[config.mk]
export PLATFORM = sky130hd
export DESIGN_NAME = hpu_lmrw_lsu_req
export DESIGN_NICKNAME = d
export VERILOG_FILES = /design/src/rtl/hpu_lmrw_lsu_req.sv
export SDC_FILE = /design/constraint.sdc
export NUM_CORES = 1
export LEC_CHECK = 0
export ABC_AREA = 1
export CAP_MARGIN = 20
export CORE_MARGIN = 2
export CORE_UTILIZATION = 40
export CTS_BUF_LIST = sky130_fd_sc_hd__clkbuf_16
export CTS_CLUSTER_DIAMETER = 200
export CTS_CLUSTER_SIZE = 8
export DETAILED_ROUTE_END_ITERATION = 8
export HOLD_SLACK_MARGIN = 0.08
export PLACE_DENSITY_LB_ADDON = 0.3
export SLEW_MARGIN = 15
export SYNTH_ARGS = -nofsm -noshare
export SYNTH_HDL_FRONTEND = slang
export SYNTH_SLANG_ARGS = --single-unit
[constraint.sdc]
create_clock -name clk_i -period 4 [get_ports clk_i]
set_input_delay 0.6 -clock clk_i [delete_from_list [all_inputs] [get_ports clk_i]]
set_output_delay 0.6 -clock clk_i [all_outputs]
set_load 0.005 [all_outputs]
[src/rtl/hpu_lmrw_lsu_req.sv]
// rtl/hpu_lmrw_lsu_req.sv - LSU initiator for the local-memory read/write port
// One scalar load/store at a time; re-issues on bank conflict until it succeeds.
module hpu_lmrw_lsu_req #(
  parameter int ADDR_WTH    = 32,
  parameter int DATA_WTH    = 32,
  parameter int RETRY_LIMIT = 4
) (
  input  logic                clk_i,
  input  logic                rst_i,
  input  logic                req_vld_i,
  output logic                req_rdy_o,
  input  logic                req_we_i,
  input  logic [ADDR_WTH-1:0] req_addr_i,
  input  logic [DATA_WTH-1:0] req_wdata_i,
  input  logic [3:0]          req_wstrb_i,
  output logic                rsp_vld_o,
  output logic                rsp_err_o,
  output logic [DATA_WTH-1:0] rsp_rdata_o,
  output logic                lsu_lmrw__wr_en_o,
  output logic [ADDR_WTH-1:0] lsu_lmrw__waddr_o,
  output logic [DATA_WTH-1:0] lsu_lmrw__wdata_o,
  output logic [3:0]          lsu_lmrw__wstrb_o,
  output logic                lsu_lmrw__rd_en_o,
  output logic [ADDR_WTH-1:0] lsu_lmrw__raddr_o,
  input  logic                lmrw_lsu__wr_suc_i,
  input  logic                lmrw_lsu__rd_suc_i,
  input  logic [DATA_WTH-1:0] lmrw_lsu__rdata_i,
  output logic                starve_o,
  output logic [7:0]          fail_cnt_o
);

  typedef enum logic [1:0] {IDLE, ISSUE, CHECK, RDATA} state_t;

  state_t              state;
  logic                we_q;
  logic [ADDR_WTH-1:0] addr_q;
  logic [DATA_WTH-1:0] wdata_q;
  logic [3:0]          wstrb_q;
  logic [7:0]          fail_cnt_q;
  logic [7:0]          fail_nxt;
  logic                suc;

  assign req_rdy_o         = (state == IDLE);
  assign lsu_lmrw__waddr_o = addr_q;
  assign lsu_lmrw__raddr_o = addr_q;
  assign lsu_lmrw__wdata_o = wdata_q;
  assign lsu_lmrw__wstrb_o = wstrb_q;
  assign fail_cnt_o        = fail_cnt_q;
  assign fail_nxt          = (fail_cnt_q == 8'hFF) ? fail_cnt_q : fail_cnt_q + 8'd1;
  assign suc               = we_q ? lmrw_lsu__wr_suc_i : lmrw_lsu__rd_suc_i;

  always_ff @(posedge clk_i or posedge rst_i) begin
    if (rst_i) begin
      state             <= IDLE;
      we_q              <= 1'b0;
      addr_q            <= '0;
      wdata_q           <= '0;
      wstrb_q           <= '0;
      fail_cnt_q        <= '0;
      starve_o          <= 1'b0;
      rsp_vld_o         <= 1'b0;
      rsp_err_o         <= 1'b0;
      rsp_rdata_o       <= '0;
      lsu_lmrw__wr_en_o <= 1'b0;
      lsu_lmrw__rd_en_o <= 1'b0;
    end else begin
      // Enables and the response strobe are single-cycle pulses by default.
      rsp_vld_o         <= 1'b0;
      lsu_lmrw__wr_en_o <= 1'b0;
      lsu_lmrw__rd_en_o <= 1'b0;
      case (state)
        IDLE: begin
          if (req_vld_i) begin
            we_q       <= req_we_i;
            addr_q     <= req_addr_i;
            wdata_q    <= req_wdata_i;
            wstrb_q    <= req_wstrb_i;
            fail_cnt_q <= '0;
            starve_o   <= 1'b0;
            if (req_addr_i[18]) begin
              rsp_vld_o   <= 1'b1;
              rsp_err_o   <= 1'b1;
              rsp_rdata_o <= '0;
            end else begin
              state             <= ISSUE;
              lsu_lmrw__wr_en_o <= req_we_i;
              lsu_lmrw__rd_en_o <= ~req_we_i;
            end
          end
        end
        ISSUE: state <= CHECK;
        CHECK: begin
          if (suc) begin
            if (we_q) begin
              rsp_vld_o   <= 1'b1;
              rsp_err_o   <= 1'b0;
              rsp_rdata_o <= '0;
              state       <= IDLE;
            end else begin
              state <= RDATA;
            end
          end else begin
            // Conflict: re-arm the same enable so the retry lands in ISSUE.
            fail_cnt_q        <= fail_nxt;
            starve_o          <= (fail_nxt >= 8'(RETRY_LIMIT));
            lsu_lmrw__wr_en_o <= we_q;
            lsu_lmrw__rd_en_o <= ~we_q;
            state             <= ISSUE;
          end
        end
        RDATA: begin
          rsp_vld_o   <= 1'b1;
          rsp_err_o   <= 1'b0;
          rsp_rdata_o <= lmrw_lsu__rdata_i;
          state       <= IDLE;
        end
        default: state <= IDLE;
      endcase
    end
  end

endmodule
==> results_dict.tcl <==
set metrics [dict create \
    routedWlPerCell_um 14.5 \
    finalClockSkew_ns 0.00637 \
    htreeDepth 4 \
    vias 4541 \
    relSlewSlack_pct 53.9 \
    final_common_cell "nand2_1" \
    die_area_sq_um 13500 \
    dieHeight_um 116 \
    n_antenna_cell 0 \
    cts_resized 0 \
    routed_wl_um 14100 \
    synth_area_leader_cell "dfrtp_1" \
    design.core.area_sq_um 12500 \
    worstSetupPathType "reg -> out" \
    drtAntennaViolNets 0 \
    fin_crit_ns 2.33 \
    firstDrtPassIters 4 \
    top_layer "met4" \
    syn_inst 569 \
    clk_latency_ns 0.41 \
    final-hold-violation-count 0 \
    synth-seq-cells 116 \
    final_cell_mix "264 x nand2_1, 251 x clkdlybuf4s50_1, 116 x dfrtp_1, 73 x nand3_1, 17 x clkbuf_16" \
    drtIter0Drc 237 \
    worstPathArrival_ns 1.73 \
    start_util_pct 40.4 \
    synth_top_area_share_pct 57.6 \
    io_buffers 251 \
    grt_pass1_vias 4437 \
    synthFlopType "dfrtp_1" \
    hold_buffers 0 \
    cts_made_buffers 17 \
    nNetsFinal 891 \
    gr-total-overflow 0 \
    worst_setup_path_start_kind "flip-flop" \
    rsz0062_at_grt "false" \
    die_w_um 116 \
    synth_area_leaders "dfrtp_1 58%, nand2_1 20%, nand3_1 7.2%, buf_4 5.2%, buf_2 1.4%" \
    cts_buffer_depth 2 \
    hold_path.startpoint "rsp_err_o" \
    status "completed" \
    period_share_pct 58.4 \
    hpwl_um 10000 \
    grt_pass1_wl_um 21600 \
    route.detailed.drc 0 \
    syn_nets 676 \
    syn_area_sq_um 5040 \
    cap_violations 0 \
    cts_root_buffer "clkbuf_16" \
    tritoncts "built" \
    place_area_sq_um 7410 \
    io_pins 252 \
    crit_path_start "state[1]" \
    fin_cells 968 \
    antenna_found_initial 0 \
    peakVddDrop_mv 0.373 \
    power_mw 5.61 \
    path_max_fanout 36 \
    ys_seq_area_share_pct 57.6 \
    synth_area_per_cell_sq_um 8.86 \
    worstHoldPathType "reg -> reg" \
    fillers 1033 \
    cts_setup_buffers 0 \
    max_freq_mhz 428 \
    drt-vias-per-instance 4.69 \
    end_kind "primary output" \
    area_growth_pct 56.5 \
    synth_edf_count 0 \
    layout-drive-gt1-share_pct 6.03 \
    synthArstFlopShare_pct 100 \
    setup_tns_ns 0 \
    rows 41 \
    final-setup-viol-count 0 \
    clock_sinks 116 \
    required_ns 3.40 \
    track_usage_pct 20.7 \
    clk_pin_slew_ns 0.05 \
    met2_length_um 7110 \
    dp.cells 937 \
    synth_warnings 0 \
    worst_slew_pin_slew_ns 0.692 \
    p_leak_nw 3.83 \
    powerDensity_nw_per_um2 711 \
    maxSlewViolCount 0 \
    synth_cell_types 28 \
    met3_wirelength_um 909 \
    wl_met1_um 5610 \
    gp_congestion 0.880 \
    grt_max_degree 62 \
    final_cell_area_sq_um 7890 \
    r2r-start "state[1]" \
]
-- registers in the layout (all words and copies together), names as in the netlist, 2 cells and up --
signal,cells
lsu_lmrw__raddr_o,32
lsu_lmrw__wdata_o,32
rsp_rdata_o,32
fail_cnt_o,8
lsu_lmrw__wstrb_o,4
state,2
-- synthesized netlist by cell type, types with 2 or more instances --
master	count
o21ai_0	6
inv_1	11
o21ai_1	2
nand2_1	264
nor2_4	3
clkbuf_1	6
nor2_1	6
a21oi_1	3
nand4_1	2
buf_6	6
buf_2	14
nand2_4	5
o22ai_1	2
dfrtp_1	116
nand3_1	73
buf_4	35
nand2_2	4
-- through the flow --
step	setup slack, ns	utilization (%)	hold slack [ns]
6_report	1.67	63.3	0.471
5_1_grt	1.59	63.3	0.500
4_1_cts	1.64	63.3	0.475
3_5_place_dp	1.63	59.4	0.463
3_3_place_gp	1.67	59.4	0.457
2_1_floorplan	0.328	-	0.454
-- worst paths after layout --
path | end | cells after the start | slack [ns]
max | req_rdy_o | 3 | 1.67
min | rsp_err_o | 2 | 0.47
max reg2reg | fail_cnt_o[0] | 8 | 1.95
min reg2reg | rsp_err_o | 2 | 0.47
max in group asynchronous | lsu_lmrw__raddr_o[2] | 3 | 2.56
min in group asynchronous | lsu_lmrw__wdata_o[21] | 2 | 0.65
-- where the power goes --
group / switching (mW) / internal (mW)
clock: 0.479 / 0.755
sequential: 0.325 / 1.64
combinational: 1.03 / 1.38
total: 1.83 / 3.77
-- critical path, stage by stage, from the launching register on --
cell,delay [ns]
dfrtp_1,0.35
buf_4,0.26
nor2_8,0.16
clkdlybuf4s50_1,0.55
-- per-layer routing --
layer / vias to the layer above / GRT usage, %
met5: - / 0
li1: 2194 / -
met1: 2135 / 24.8
met2: 183 / 34.8
met3: 29 / 5.40
met4: 0 / 10.1
-- cell families after synthesis --
logic type      count (synthesis)  share of synthesized area, %
simple gates                  360                          30.6
flops                         116                          57.6
buf+inv                        74                          9.40
compound gates                 17                          2.01
xor+xnor                        1                         0.174
fa+ha+maj                       1                         0.248
-- cell type report --
cell class / instances / area (sq um) / share of cell area, %
clock buffers: 17 / 425 / 5.39
clock inverters: 14 / 58.8 / 0.745
inverters: 13 / 53.8 / 0.682
multi-input cells: 379 / 1670 / 21.1
flip-flops and latches: 116 / 2900 / 36.8
well taps: 172 / 215 / 2.73
repair buffers: 257 / 2570 / 32.6
Note: power is estimated with default switching activity, not from simulation.
